File: config.mk
export PLATFORM = sky130hd
export DESIGN_NAME = uart_rx_param
export DESIGN_NICKNAME = d
export VERILOG_FILES = /design/src/rtl/uart_rx_param.sv
export SDC_FILE = /design/constraint.sdc
export NUM_CORES = 1
export LEC_CHECK = 0
export CORE_MARGIN = 2
export CORE_UTILIZATION = 29
export CTS_CLUSTER_DIAMETER = 80
export DETAILED_ROUTE_END_ITERATION = 10
export PLACE_DENSITY = 0.57
export SYNTH_ARGS = -nofsm -noshare
export SYNTH_HDL_FRONTEND = slang
export SYNTH_SLANG_ARGS = --single-unit
File: constraint.sdc
create_clock -name clk -period 2.2 [get_ports clk]
set_input_delay 0.22 -clock clk [delete_from_list [all_inputs] [get_ports clk]]
set_output_delay 0.22 -clock clk [all_outputs]
set_load 0.005 [all_outputs]
File: src/rtl/uart_rx_param.sv
// uart_rx_param: parametrised oversampling UART receiver with majority vote, error detection and valid/ready output
// Optional parity check is built only when UART_RX_PARITY_EN is defined.
module uart_rx_param #(
  parameter int CLK_FREQ   = 12000000,
  parameter int BAUD       = 9600,
  parameter int OVERSAMPLE = 16,
  parameter int DATA_BITS  = 8,
  parameter int STOP_BITS  = 1,
  parameter int PARITY_ODD = 0
) (
  input  logic                 clk,
  input  logic                 nrst,
  input  logic                 rx,
  output logic [DATA_BITS-1:0] rx_data,
  output logic                 rx_valid,
  input  logic                 rx_ready,
  output logic                 busy,
  output logic                 frame_err,
  output logic                 parity_err,
  output logic                 break_det,
  output logic                 overrun
);
  localparam int DIV = CLK_FREQ / (BAUD * OVERSAMPLE);
  localparam int CW  = (DIV > 1) ? $clog2(DIV) : 1;
  localparam int OW  = $clog2(OVERSAMPLE);
  localparam int IW  = $clog2(DATA_BITS);
  localparam logic [OW-1:0] S_LO  = OW'(OVERSAMPLE / 2 - 1);
  localparam logic [OW-1:0] S_MID = OW'(OVERSAMPLE / 2);
  localparam logic [OW-1:0] S_HI  = OW'(OVERSAMPLE / 2 + 1);
  localparam logic [OW-1:0] S_END = OW'(OVERSAMPLE - 1);
  if (DIV < 1 || OVERSAMPLE < 8 || OVERSAMPLE % 2 != 0 || DATA_BITS < 5 || DATA_BITS > 9 ||
      (STOP_BITS != 1 && STOP_BITS != 2) || (PARITY_ODD != 0 && PARITY_ODD != 1)) begin : g_bad_param
    $error("uart_rx_param: illegal parameter combination");
  end
  typedef enum logic [2:0] {
    IDLE, START, DATA, STOP, WAIT_IDLE
`ifdef UART_RX_PARITY_EN
    , PARITY
`endif
  } state_t;
  state_t               state_q, state_d;
  logic                 rx_meta_q, rx_sync_q;
  logic [CW-1:0]        cnt_q, cnt_d;
  logic [OW-1:0]        os_q, os_d;
  logic [1:0]           samp_q, samp_d;
  logic [IW-1:0]        idx_q, idx_d;
  logic                 stop_q, stop_d;
  logic [DATA_BITS-1:0] shift_q, shift_d;
  logic [DATA_BITS-1:0] rx_data_q, rx_data_d;
  logic                 rx_valid_q, rx_valid_d;
  logic                 fe_q, fe_d, bd_q, bd_d, ov_q, ov_d;
  logic                 tick, eval, maj, deliver, load;
`ifdef UART_RX_PARITY_EN
  logic                 par_err_q, par_err_d, pe_q, pe_d;
`endif
  assign tick = cnt_q == CW'(DIV - 1);
  assign eval = tick && os_q == S_HI;
  assign maj  = (samp_q[0] & samp_q[1]) | (samp_q[0] & rx_sync_q) | (samp_q[1] & rx_sync_q);
  // Two-flop synchronizer, reset to the idle (high) line level
  always_ff @(posedge clk or negedge nrst)
    if (!nrst) {rx_sync_q, rx_meta_q} <= 2'b11;
    else       {rx_sync_q, rx_meta_q} <= {rx_meta_q, rx};
  // Tick divider and oversample position, both held cleared while idle so a start edge restarts them
  always_comb begin
    cnt_d  = (state_q == IDLE || tick) ? '0 : cnt_q + 1'b1;
    os_d   = (state_q == IDLE) ? '0 : !tick ? os_q : (os_q == S_END) ? '0 : os_q + 1'b1;
    samp_d = {(tick && os_q == S_MID) ? rx_sync_q : samp_q[1], (tick && os_q == S_LO) ? rx_sync_q : samp_q[0]};
  end
  // Frame FSM: next state, payload assembly and per-frame error pulses (break > frame > parity)
  always_comb begin
    state_d = state_q;
    idx_d   = idx_q;
    stop_d  = stop_q;
    shift_d = shift_q;
    fe_d    = 1'b0;
    bd_d    = 1'b0;
    deliver = 1'b0;
`ifdef UART_RX_PARITY_EN
    par_err_d = par_err_q;
    pe_d      = 1'b0;
`endif
    case (state_q)
      IDLE: if (!rx_sync_q) begin
        state_d = START;
        idx_d   = '0;
        stop_d  = 1'b0;
        shift_d = '0;
`ifdef UART_RX_PARITY_EN
        par_err_d = 1'b0;
`endif
      end
      START: if (eval) state_d = maj ? IDLE : DATA;
      DATA: if (eval) begin
        shift_d[idx_q] = maj;
        idx_d = idx_q + 1'b1;
        if (idx_q == IW'(DATA_BITS - 1)) begin
          idx_d = '0;
`ifdef UART_RX_PARITY_EN
          state_d = PARITY;
`else
          state_d = STOP;
`endif
        end
      end
`ifdef UART_RX_PARITY_EN
      PARITY: if (eval) begin
        par_err_d = ^shift_q ^ maj ^ 1'(PARITY_ODD);
        state_d   = STOP;
      end
`endif
      STOP: if (eval) begin
        if (!maj) begin
          bd_d    = shift_q == '0;
          fe_d    = shift_q != '0;
          state_d = WAIT_IDLE;
        end else if (stop_q == 1'(STOP_BITS - 1)) begin
          state_d = IDLE;
`ifdef UART_RX_PARITY_EN
          pe_d    = par_err_q;
          deliver = !par_err_q;
`else
          deliver = 1'b1;
`endif
        end else stop_d = 1'b1;
      end
      WAIT_IDLE: if (rx_sync_q) state_d = IDLE;
      default: state_d = IDLE;
    endcase
  end
  // Output handshake: load a good frame if the slot is free or being accepted, otherwise drop it and flag overrun
  always_comb begin
    load       = deliver && (!rx_valid_q || rx_ready);
    rx_valid_d = load || (rx_valid_q && !rx_ready);
    rx_data_d  = load ? shift_q : rx_data_q;
    ov_d       = deliver && !load;
  end
  // State and output registers
  always_ff @(posedge clk or negedge nrst)
    if (!nrst) begin
      state_q    <= IDLE;
      cnt_q      <= '0;
      os_q       <= '0;
      samp_q     <= '0;
      idx_q      <= '0;
      stop_q     <= 1'b0;
      shift_q    <= '0;
      rx_data_q  <= '0;
      rx_valid_q <= 1'b0;
      fe_q       <= 1'b0;
      bd_q       <= 1'b0;
      ov_q       <= 1'b0;
`ifdef UART_RX_PARITY_EN
      par_err_q  <= 1'b0;
      pe_q       <= 1'b0;
`endif
    end else begin
      state_q    <= state_d;
      cnt_q      <= cnt_d;
      os_q       <= os_d;
      samp_q     <= samp_d;
      idx_q      <= idx_d;
      stop_q     <= stop_d;
      shift_q    <= shift_d;
      rx_data_q  <= rx_data_d;
      rx_valid_q <= rx_valid_d;
      fe_q       <= fe_d;
      bd_q       <= bd_d;
      ov_q       <= ov_d;
`ifdef UART_RX_PARITY_EN
      par_err_q  <= par_err_d;
      pe_q       <= pe_d;
`endif
    end
  assign rx_data   = rx_data_q;
  assign rx_valid  = rx_valid_q;
  assign busy      = state_q != IDLE;
  assign frame_err = fe_q;
  assign break_det = bd_q;
  assign overrun   = ov_q;
`ifdef UART_RX_PARITY_EN
  assign parity_err = pe_q;
`else
  assign parity_err = 1'b0;
`endif
endmodule

==> reports/qor.csv, run 1 <==
metric;value;unit
Overall Global Routing Usage;0.1053;
launch point of the worst reg-to-reg path;cnt_q[1];
met2 usage in global routing;0.1671;
endpoint type of the worst setup path;flop;
cell type contributing the most total cell area after synthesis;sky130_fd_sc_hd__dfrtp_1;
leading cell types by total area after synthesis;sky130_fd_sc_hd__dfrtp_1 (49%), sky130_fd_sc_hd__mux2_4 (6.1%), sky130_fd_sc_hd__mux2i_1 (5.0%);
antenna violations before repair;0;
via count;1307;
async set-or-reset flop fraction in the synthesized netlist;1.000;
reg-to-reg endpoint;rx_data[7];
critical-path maximum fanout;8;
total number of placement rows;30;
number of placed cells counting well taps;271;
Setup crit start;cnt_q[1];
detailed placer's ending HPWL;2.363;mm
area of the die;7516;um^2
hold slack final;0.03898;ns
grt met3 use;0.03333;
measured slew at the worst slew-check pin;0.8824;ns
clock edge transition at the registers on the reported setup and hold paths;0.08;ns
maximum achievable frequency;0.4947;GHz
reg-to-reg slack, setup;0.18;ns
run status;finished, final reports clean;
post-layout power;1.409;mW
Post-Route Setup TNS;0;ns
n_diodes;0;
number of enable-type register cells in the synthesized netlist;0;
fraction of the yosys area taken by sequential cells;0.5186;
First DRT Iteration DRCs;80;
critical path class;reg -> reg;
grt met1 use;0.1294;
top cell type's share of synthesized area;0.4921;
library cell with the highest instance count after synthesis;sky130_fd_sc_hd__dfrtp_1;
Core Region;6719;um^2
Root Driver;sky130_fd_sc_hd__clkbuf_8;
path depth of the worst reg2reg path;7;
minimum setup slack after placement;0.1662;ns
number of clock sinks seen by CTS;41;
Setup crit start kind;flop;
Post-Layout Cell Count;279;
overall overflow remaining after global route;0;
number of top-level design ports;18;
TritonCTS clock tree;built;
mean instance size in the synthesized netlist;11.27;um^2
Max IR drop VDD;0.3427;mV
minimum setup slack in the final design;0.1786;ns
part of the cycle the worst path needs;0.9188;
yosys synthesis warning count;0;
ys flop type;sky130_fd_sc_hd__dfrtp_1;
worst-case clock buffer depth;2;
GRT Max-Usage Layer;met2;
cell count after synthesis;176;
total of buffers placed on input and output ports;16;
largest net degree at the start of global routing;42;
Via-to-Cell Ratio;4.685;
total count of max-transition violations in the final report;0;
data required time at the worst endpoint;2.38;ns
ranking of synthesized cells by instance count;sky130_fd_sc_hd__dfrtp_1 (39), sky130_fd_sc_hd__nand2_1 (20), sky130_fd_sc_hd__nor2_1 (14);
level count of the clock H-tree;2;
horizontal die dimension;86.70;um
clock skew;0.005610;ns
worst-case headroom to the max-slew limit;0.4117;
cts bufs inserted;5;
final estimated routing congestion in global placement;0.7662;
final hold violations;0;
final layout net count;209;
ratio of cells with drive above 1 in the final layout;0.1709;
unrepaired setup endpoints after global routing;no;
clock period minus final worst setup slack;2.021;ns
clock insertion delay at the later pin of the skew report;0.30;ns
number of detailed-route iterations in the first pass;4;
net count after synthesis;187;
post-detailed-route count of antenna-violating nets;0;
PwrDens;598.7;nW/um^2
number of storage elements in the synthesis netlist;41;
aggregate routed wire length;3.422;mm
capturing instance or port of the critical path;rx_data[7];
combined area of all synthesized cells;1983;um^2
DRC violation count after routing;0;
number of distinct library cells after synthesis;43;
endpoint arrival time on the critical path;2.20;ns
number of global-route vias before repair;1341;
max cap viols;0;
height of the chip;86.70;um
Hold Crit Class;in -> async;
first-pass GRT wire length;6.106;mm
WL/cell;12.27;um
reported leakage power;1.019;nW
endpoints failing setup;0;
synth-to-layout area growth;18.68;%
Starting Density;0.2952;
cells by family after synthesis:
kind of cell / synth area share
and+or+nand+nor: 0.1987
DFF: 0.5186
buffers and inverters: 0.04101
other: 0.001891
AOI/OAI and AO/OA: 0.04164
xor gates and xnor gates: 0.02650
muxes: 0.1224
adders and majority gates: 0.04921
cells in the final DEF (no fill, tap or decap), types with 3 or more instances in the layout:
cell | synthesis | routed
sky130_fd_sc_hd__dfrtp_1 | 39 | 39
sky130_fd_sc_hd__nand2_1 | 20 | 20
sky130_fd_sc_hd__clkdlybuf4s50_1 | 0 | 15
sky130_fd_sc_hd__nor2_1 | 14 | 14
sky130_fd_sc_hd__mux2i_1 | 10 | 10
sky130_fd_sc_hd__nand3_1 | 9 | 9
sky130_fd_sc_hd__mux2_4 | 8 | 8
sky130_fd_sc_hd__inv_1 | 7 | 7
sky130_fd_sc_hd__ha_1 | 7 | 7
sky130_fd_sc_hd__clkbuf_8 | 0 | 6
sky130_fd_sc_hd__nor3_1 | 5 | 5
sky130_fd_sc_hd__xor2_1 | 5 | 5
sky130_fd_sc_hd__a21oi_1 | 5 | 5
sky130_fd_sc_hd__buf_4 | 2 | 5
sky130_fd_sc_hd__nand4_1 | 4 | 4
sky130_fd_sc_hd__nor4_1 | 4 | 4
sky130_fd_sc_hd__o21ai_0 | 3 | 3
worst max-delay path, cell delays in order (launching register included):
cell,delay [ns]
sky130_fd_sc_hd__dfrtp_1,0.42
sky130_fd_sc_hd__inv_1,0.07
sky130_fd_sc_hd__ha_1,0.12
sky130_fd_sc_hd__nor4bb_2,0.27
sky130_fd_sc_hd__buf_4,0.20
sky130_fd_sc_hd__and3_1,0.18
sky130_fd_sc_hd__and4_4,0.35
sky130_fd_sc_hd__mux2_4,0.31
what timing repair did:
action / in CTS / in global routing
setup endpoints to repair: 0 / 11
hold buffers: 0 / 0
resized for setup: 0 / 2
buffers inserted: 0 / 0
state kept, by name, indices dropped and copies added, names as in the netlist:
signal / flops
frame_err: 1
cnt_q: 7
rx_valid: 1
samp_q: 2
break_det: 1
rx_meta_q: 1
overrun: 1
idx_q: 3
rx_data: 8
os_q: 4
rx_sync_q: 1
shift_q: 8
state_q: 3
routing by layer:
metal,vias to the layer above,share of wire
met5,-,0
met4,0,0.020
met3,7,0.040
met2,19,0.45
met1,623,0.49
li1,658,-
power breakdown:
| part | internal, mW | total, mW | switching [mW] |
|---|---|---|---|
| logic | 0.00490 | 0.0197 | 0.0148 |
| clock network | 0.369 | 0.631 | 0.262 |
| registers | 0.756 | 0.758 | 0.00200 |
final cells by class:
type                            instances  area, um^2
Clock buffer                            6       82.58
Clock inverter                          2       37.54
Fill cell                             681        4365
Inverter                                7       26.28
Multi-Input combinational cell        122       885.9
Sequential cell                        41        1028
Tap cell                               80       100.1
Timing Repair Buffer                   21       192.7
metrics by stage:
step | utilization | instance area (um^2)
6_report | 0.3503 | 2354
5_1_grt | 0.3503 | 2354
4_1_cts | 0.3484 | 2341
3_5_place_dp | 0.3305 | 2221
3_3_place_gp | 0.3305 | 2221
2_1_floorplan | - | 1983
worst min-delay path by stage:
stage / from / to / slack [ns] / depth (start not counted)
finish: nrst / rx_data[2] / 0.04 / 1
global route: nrst / rx_data[2] / 0.12 / 1
CTS: nrst / rx_data[2] / 0.08 / 1
detailed placement: rx_meta_q / rx_sync_q / 0.35 / 0
global placement: rx_meta_q / rx_sync_q / 0.35 / 0
floorplan: nrst / break_det / -0.08 / 0
Power figures use the tool's default switching activity.
==> inputs of run 2 (changes only) <==
--- a/config.mk
+++ b/config.mk
@@ -5,6 +5,7 @@
 export SDC_FILE = /design/constraint.sdc
 export NUM_CORES = 1
 export LEC_CHECK = 0
+export ABC_AREA = 1
 export CORE_MARGIN = 2
 export CORE_UTILIZATION = 29
 export CTS_CLUSTER_DIAMETER = 80
==> reports/qor.csv, run 2 <==
metric;value;unit
grt met1 use;0.1501;
worst-case headroom to the max-slew limit;0.3978;
net count after synthesis;277;
hold buffers post-CTS;0;
First DRT Iteration DRCs;99;
leading cell type in the layout, fill and taps excluded;sky130_fd_sc_hd__nand2_1;
final hold violations;0;
critical path class;reg -> out;
yosys synthesis warning count;0;
cell count after synthesis;266;
clock insertion delay at the later pin of the skew report;0.29;ns
critical-path maximum fanout;6;
data required time at the worst endpoint;1.98;ns
core utilization of the finished layout;0.3509;
number of storage elements in the synthesis netlist;41;
fraction of the yosys area taken by sequential cells;0.4782;
ys flop type;sky130_fd_sc_hd__dfrtp_1;
reported leakage power;1.289;nW
Overall Global Routing Usage;0.1091;
maximum achievable frequency;0.5308;GHz
endpoint type of the worst setup path;output port;
run status;finished, final reports clean;
Root Driver;sky130_fd_sc_hd__clkbuf_8;
clock edge transition at the registers on the reported setup and hold paths;0.08;ns
part of the cycle the worst path needs;0.8564;
number of distinct library cells after synthesis;31;
PwrDens;591.5;nW/um^2
total count of max-transition violations in the final report;0;
leading cell types by total area after synthesis;sky130_fd_sc_hd__dfrtp_1 (45%), sky130_fd_sc_hd__nand2_1 (14%), sky130_fd_sc_hd__nand3_1 (6.1%);
horizontal die dimension;90.12;um
met2 usage in global routing;0.1673;
worst-case clock buffer depth;2;
Setup crit start kind;flop;
TritonCTS clock tree;built;
post-detailed-route count of antenna-violating nets;0;
total buffers and inverters traversed by the critical path;3;
grt met3 use;0.02682;
ratio of cells with drive above 1 in the final layout;0.1018;
measured slew at the worst slew-check pin;0.9032;ns
height of the chip;90.12;um
Via-to-Cell Ratio;4.445;
number of inserted filler cells in the final layout;763;
Hold Crit Class;in -> async;
total number of placement rows;31;
Post-CTS Resized;0;
max incr delay on CP;0.46;ns
final estimated routing congestion in global placement;0.7906;
top cell type's share of synthesized area;0.4538;
area of the multi-input gates;965.9;um^2
Max IR drop VDD;0.2420;mV
commonest non-fill, non-tap cells in the layout;sky130_fd_sc_hd__nand2_1 (79), sky130_fd_sc_hd__dfrtp_1 (39), sky130_fd_sc_hd__nand3_1 (26), sky130_fd_sc_hd__inv_1 (25), sky130_fd_sc_hd__nor2_1 (22);
n_diodes;0;
library cell with the highest instance count after synthesis;sky130_fd_sc_hd__nand2_1;
unrepaired setup endpoints after global routing;no;
number of detailed-route iterations in the first pass;4;
detailed placer's ending HPWL;2.932;mm
aggregate routed wire length;4.021;mm
final layout net count;295;
endpoints failing setup;0;
total of buffers placed on input and output ports;16;
antenna violations before repair;0;
combined area of all synthesized cells;2151;um^2
Cell Chain, Critical Path;inv_1 -> nand2_1 -> nor2_2 -> inv_2 -> clkdlybuf4s50_1;
GRT Max-Usage Layer;met2;
number of clock sinks seen by CTS;41;
area of the die;8122;um^2
mean instance size in the synthesized netlist;8.086;um^2
cell type contributing the most total cell area after synthesis;sky130_fd_sc_hd__dfrtp_1;
Worst path slowest cell;sky130_fd_sc_hd__clkdlybuf4s50_1;
endpoint arrival time on the critical path;1.66;ns
Post-Route Setup TNS;0;ns
Worst path top cell family by delay;buffers and inverters;
synth-to-layout area growth;17.68;%
level count of the clock H-tree;2;
total setup buffers inserted after CTS;0;
Starting Density;0.2981;
number of enable-type register cells in the synthesized netlist;0;
Core Region;7214;um^2
DRC violation count after routing;0;
clock skew;0.006409;ns
via count;1707;
ranking of synthesized cells by instance count;sky130_fd_sc_hd__nand2_1 (79), sky130_fd_sc_hd__dfrtp_1 (39), sky130_fd_sc_hd__nand3_1 (26);
max cap viols;0;
number of global-route vias before repair;1633;
overall overflow remaining after global route;0;
clock period minus final worst setup slack;1.884;ns
combined flip-flop and latch cell area;1028;um^2
async set-or-reset flop fraction in the synthesized netlist;1.000;
number of top-level design ports;18;
first-pass GRT wire length;7.369;mm
largest net degree at the start of global routing;42;
cts bufs inserted;5;
WL/cell;10.47;um
## run 2: per-stage QoR
| step | cells | hold slack, ns | area (um^2) | setup slack, ns | total power [mW] |
|---|---|---|---|---|---|
| after CTS | 384 | 0.09620 | 2531 | 0.3041 | 1.520 |
| after global routing | 384 | 0.1289 | 2531 | 0.2098 | 1.551 |
| after floorplan | 266 | -0.07559 | 2151 | 0.7672 | 0.7752 |
| after detailed placement | 376 | 0.3469 | 2397 | 0.5707 | 0.7962 |
| final | 384 | 0.04970 | 2531 | 0.3160 | 1.497 |
| after global placement | 376 | 0.3463 | 2397 | 0.6280 | 0.7956 |
## run 2: cell type report
cell class,instances,share of cell area
Sequential cell,41,0.4063
Multi-Input combinational cell,188,0.3816
Clock buffer,5,0.02719
Timing Repair Buffer,17,0.06426
Inverter,31,0.04597
Clock inverter,3,0.02570
Tap cell,99,0.04894
## run 2: report_power, final
| part | total, mW | switching [mW] | internal, mW |
|---|---|---|---|
| Sequential | 0.757 | 0.000883 | 0.756 |
| Clock | 0.718 | 0.267 | 0.451 |
| Combinational | 0.0222 | 0.0168 | 0.00537 |
## run 2: layer usage
metal,vias to the layer above,share of wire
met5,-,0
met4,0,0.017
met3,5,0.027
met2,23,0.44
met1,781,0.52
li1,898,-
## run 2: logic make-up (layout without fill, tap and decap cells)
family                   Yosys count  in the layout  synth area share
flip-flops                        41             41            0.4782
XOR/XNOR                           1              1          0.004073
other                              1              1          0.001744
adder cells (fa/ha/maj)            7              7           0.04072
AND/OR/NAND/NOR                  163            163            0.3624
AO/OA/AOI/OAI                     16             16           0.04014
buffers and inverters             37             56           0.07271
## run 2: final timing paths
path	start	endpoint	slack (ns)	cells past startpoint
max in group asynchronous	nrst	rx_meta_q	1.50	2
hold / removal	nrst	state_q[1]	0.05	1
min in group clk	rx	rx_meta_q	0.34	1
hold reg to reg	rx_meta_q	rx_sync_q	0.36	0
setup reg to reg	cnt_q[1]	rx_data[0]	0.60	9
setup / recovery	state_q[0]	busy	0.32	5
==> inputs of run 3 (changes only) <==
--- a/config.mk
+++ b/config.mk
@@ -7,10 +7,10 @@
 export LEC_CHECK = 0
 export ABC_AREA = 1
 export CORE_MARGIN = 2
-export CORE_UTILIZATION = 29
+export CORE_UTILIZATION = 50
 export CTS_CLUSTER_DIAMETER = 80
 export DETAILED_ROUTE_END_ITERATION = 10
-export PLACE_DENSITY = 0.57
+export PLACE_DENSITY = 0.81
 export SYNTH_ARGS = -nofsm -noshare
 export SYNTH_HDL_FRONTEND = slang
 export SYNTH_SLANG_ARGS = --single-unit
==> reports/qor.csv, run 3 (synthesis gave the netlist of run 2 again) <==
metric;value;unit
run status;finished, final reports clean;
aggregate routed wire length;3.899;mm
Hold Crit Class;in -> async;
number of top-level design ports;18;
PwrDens;540.4;nW/um^2
antenna violations before repair;0;
horizontal die dimension;69.59;um
clock insertion delay at the later pin of the skew report;0.29;ns
hold buffers post-CTS;0;
DRC violation count after routing;0;
reported leakage power;1.271;nW
Overall Global Routing Usage;0.1792;
total of buffers placed on input and output ports;16;
final hold violations;0;
leading cell type in the layout, fill and taps excluded;sky130_fd_sc_hd__nand2_1;
clock period minus final worst setup slack;1.872;ns
Starting Density;0.5301;
switching share of total power;0.2050;
Setup crit start kind;flop;
Via-to-Cell Ratio;5.126;
Root Driver;sky130_fd_sc_hd__clkbuf_8;
first-pass GRT wire length;6.989;mm
First DRT Iteration DRCs;154;
design area;2430;um^2
part of the cycle the worst path needs;0.8511;
n_diodes;0;
Post-CTS Resized;0;
total count of max-transition violations in the final report;0;
endpoint type of the worst setup path;output port;
worst-case headroom to the max-slew limit;0.4108;
Max IR drop VDD;0.2467;mV
post-detailed-route count of antenna-violating nets;0;
Core Region;4058;um^2
final layout net count;294;
endpoint arrival time on the critical path;1.65;ns
Gate power share;0.016;
WL/cell;11.67;um
core utilization of the finished layout;0.5988;
number of detailed-route iterations in the first pass;4;
overall overflow remaining after global route;0;
synth-to-layout area growth;12.97;%
total setup buffers inserted after CTS;0;
data required time at the worst endpoint;1.98;ns
Post-Route Setup TNS;0;ns
level count of the clock H-tree;2;
final estimated routing congestion in global placement;0.8252;
largest net degree at the start of global routing;42;
measured slew at the worst slew-check pin;0.8838;ns
clock edge transition at the registers on the reported setup and hold paths;0.07;ns
height of the chip;69.59;um
area of the die;4842;um^2
portion of total power attributed to the clock network;0.408;
unrepaired setup endpoints after global routing;no;
number of clock sinks seen by CTS;41;
endpoints failing setup;0;
total number of placement rows;23;
max cap viols;0;
Net Switching;0.2692;mW
critical path class;reg -> out;
commonest non-fill, non-tap cells in the layout;sky130_fd_sc_hd__nand2_1 (79), sky130_fd_sc_hd__dfrtp_1 (39), sky130_fd_sc_hd__nand3_1 (26), sky130_fd_sc_hd__inv_1 (25), sky130_fd_sc_hd__nor2_1 (22);
TritonCTS clock tree;built;
internal portion of total power;1.044;mW
clock skew;0.004195;ns
ratio of cells with drive above 1 in the final layout;0.09859;
maximum achievable frequency;0.5341;GHz
placed inst area;2328;um^2
sequential cell fraction of total power;0.577;
cts bufs inserted;5;
via count;1712;
number of global-route vias before repair;1535;
critical-path maximum fanout;6;
detailed placer's ending HPWL;2.814;mm
worst-case clock buffer depth;2;
run 3: cell types whose count changed in the layout (fill, tap and decap cells not counted), sizes merged:
cell    change
bufinv      -2
clkbuf      +2
buf         -1
run 3: per-layer routing:
metal,vias up,GRT usage,wire (um)
li1,903,-,-
met1,762,0.2486,1875
met2,45,0.2671,1799
met3,2,0.04797,198
met4,0,0.07190,26
met5,-,0,0
run 3: area by class of cell:
type | count | area [um^2]
clock buffers | 7 | 96.34
clock inverters | 1 | 5.005
fillers | 351 | 1628
inverters | 31 | 116.4
multi-input cells | 188 | 965.9
flip-flops and latches | 41 | 1028
well taps | 50 | 62.56
repair buffers | 16 | 155.1
run 3: power groups by stage:
stage          clock network, mW  logic, mW  registers, mW
2_1_floorplan                  0    0.00318          0.772
6_report                   0.535     0.0204          0.757
3_3_place_gp                   0     0.0217          0.772
5_1_grt                    0.584     0.0244          0.757
4_1_cts                    0.556     0.0220          0.757
3_5_place_dp                   0     0.0219          0.772
run 3: path summary, 6_finish.rpt:
path                                   end  slack [ns]  cells after the start  startpoint
worst max-delay path                  busy        0.33                      5  state_q[0]
worst max register to register  rx_data[1]        0.58                      9    cnt_q[1]
min in group clk                 rx_meta_q        0.33                      1          rx
max in group asynchronous         cnt_q[5]        1.61                      1        nrst
worst min register to register   rx_sync_q        0.36                      0   rx_meta_q
worst min-delay path            state_q[1]        0.05                      1        nrst
run 3: critical path, cell delays in order, from the launching register on:
cell and delay [ns]:
sky130_fd_sc_hd__dfrtp_1 0.43, sky130_fd_sc_hd__inv_1 0.09, sky130_fd_sc_hd__nand2_1 0.08, sky130_fd_sc_hd__nor2_2 0.19
sky130_fd_sc_hd__inv_2 0.12, sky130_fd_sc_hd__clkdlybuf4s50_1 0.46
run 3: stage by stage:
stage	hold WS [ns]	std cells	power [mW]	setup slack, ns
after global routing	0.1138	334	1.366	0.2153
after CTS	0.07708	334	1.335	0.3168
after detailed placement	0.3497	326	0.7940	0.5756
final	0.04794	334	1.313	0.3275
after global placement	0.3458	326	0.7937	0.6638
after floorplan	-0.07559	266	0.7752	0.7672
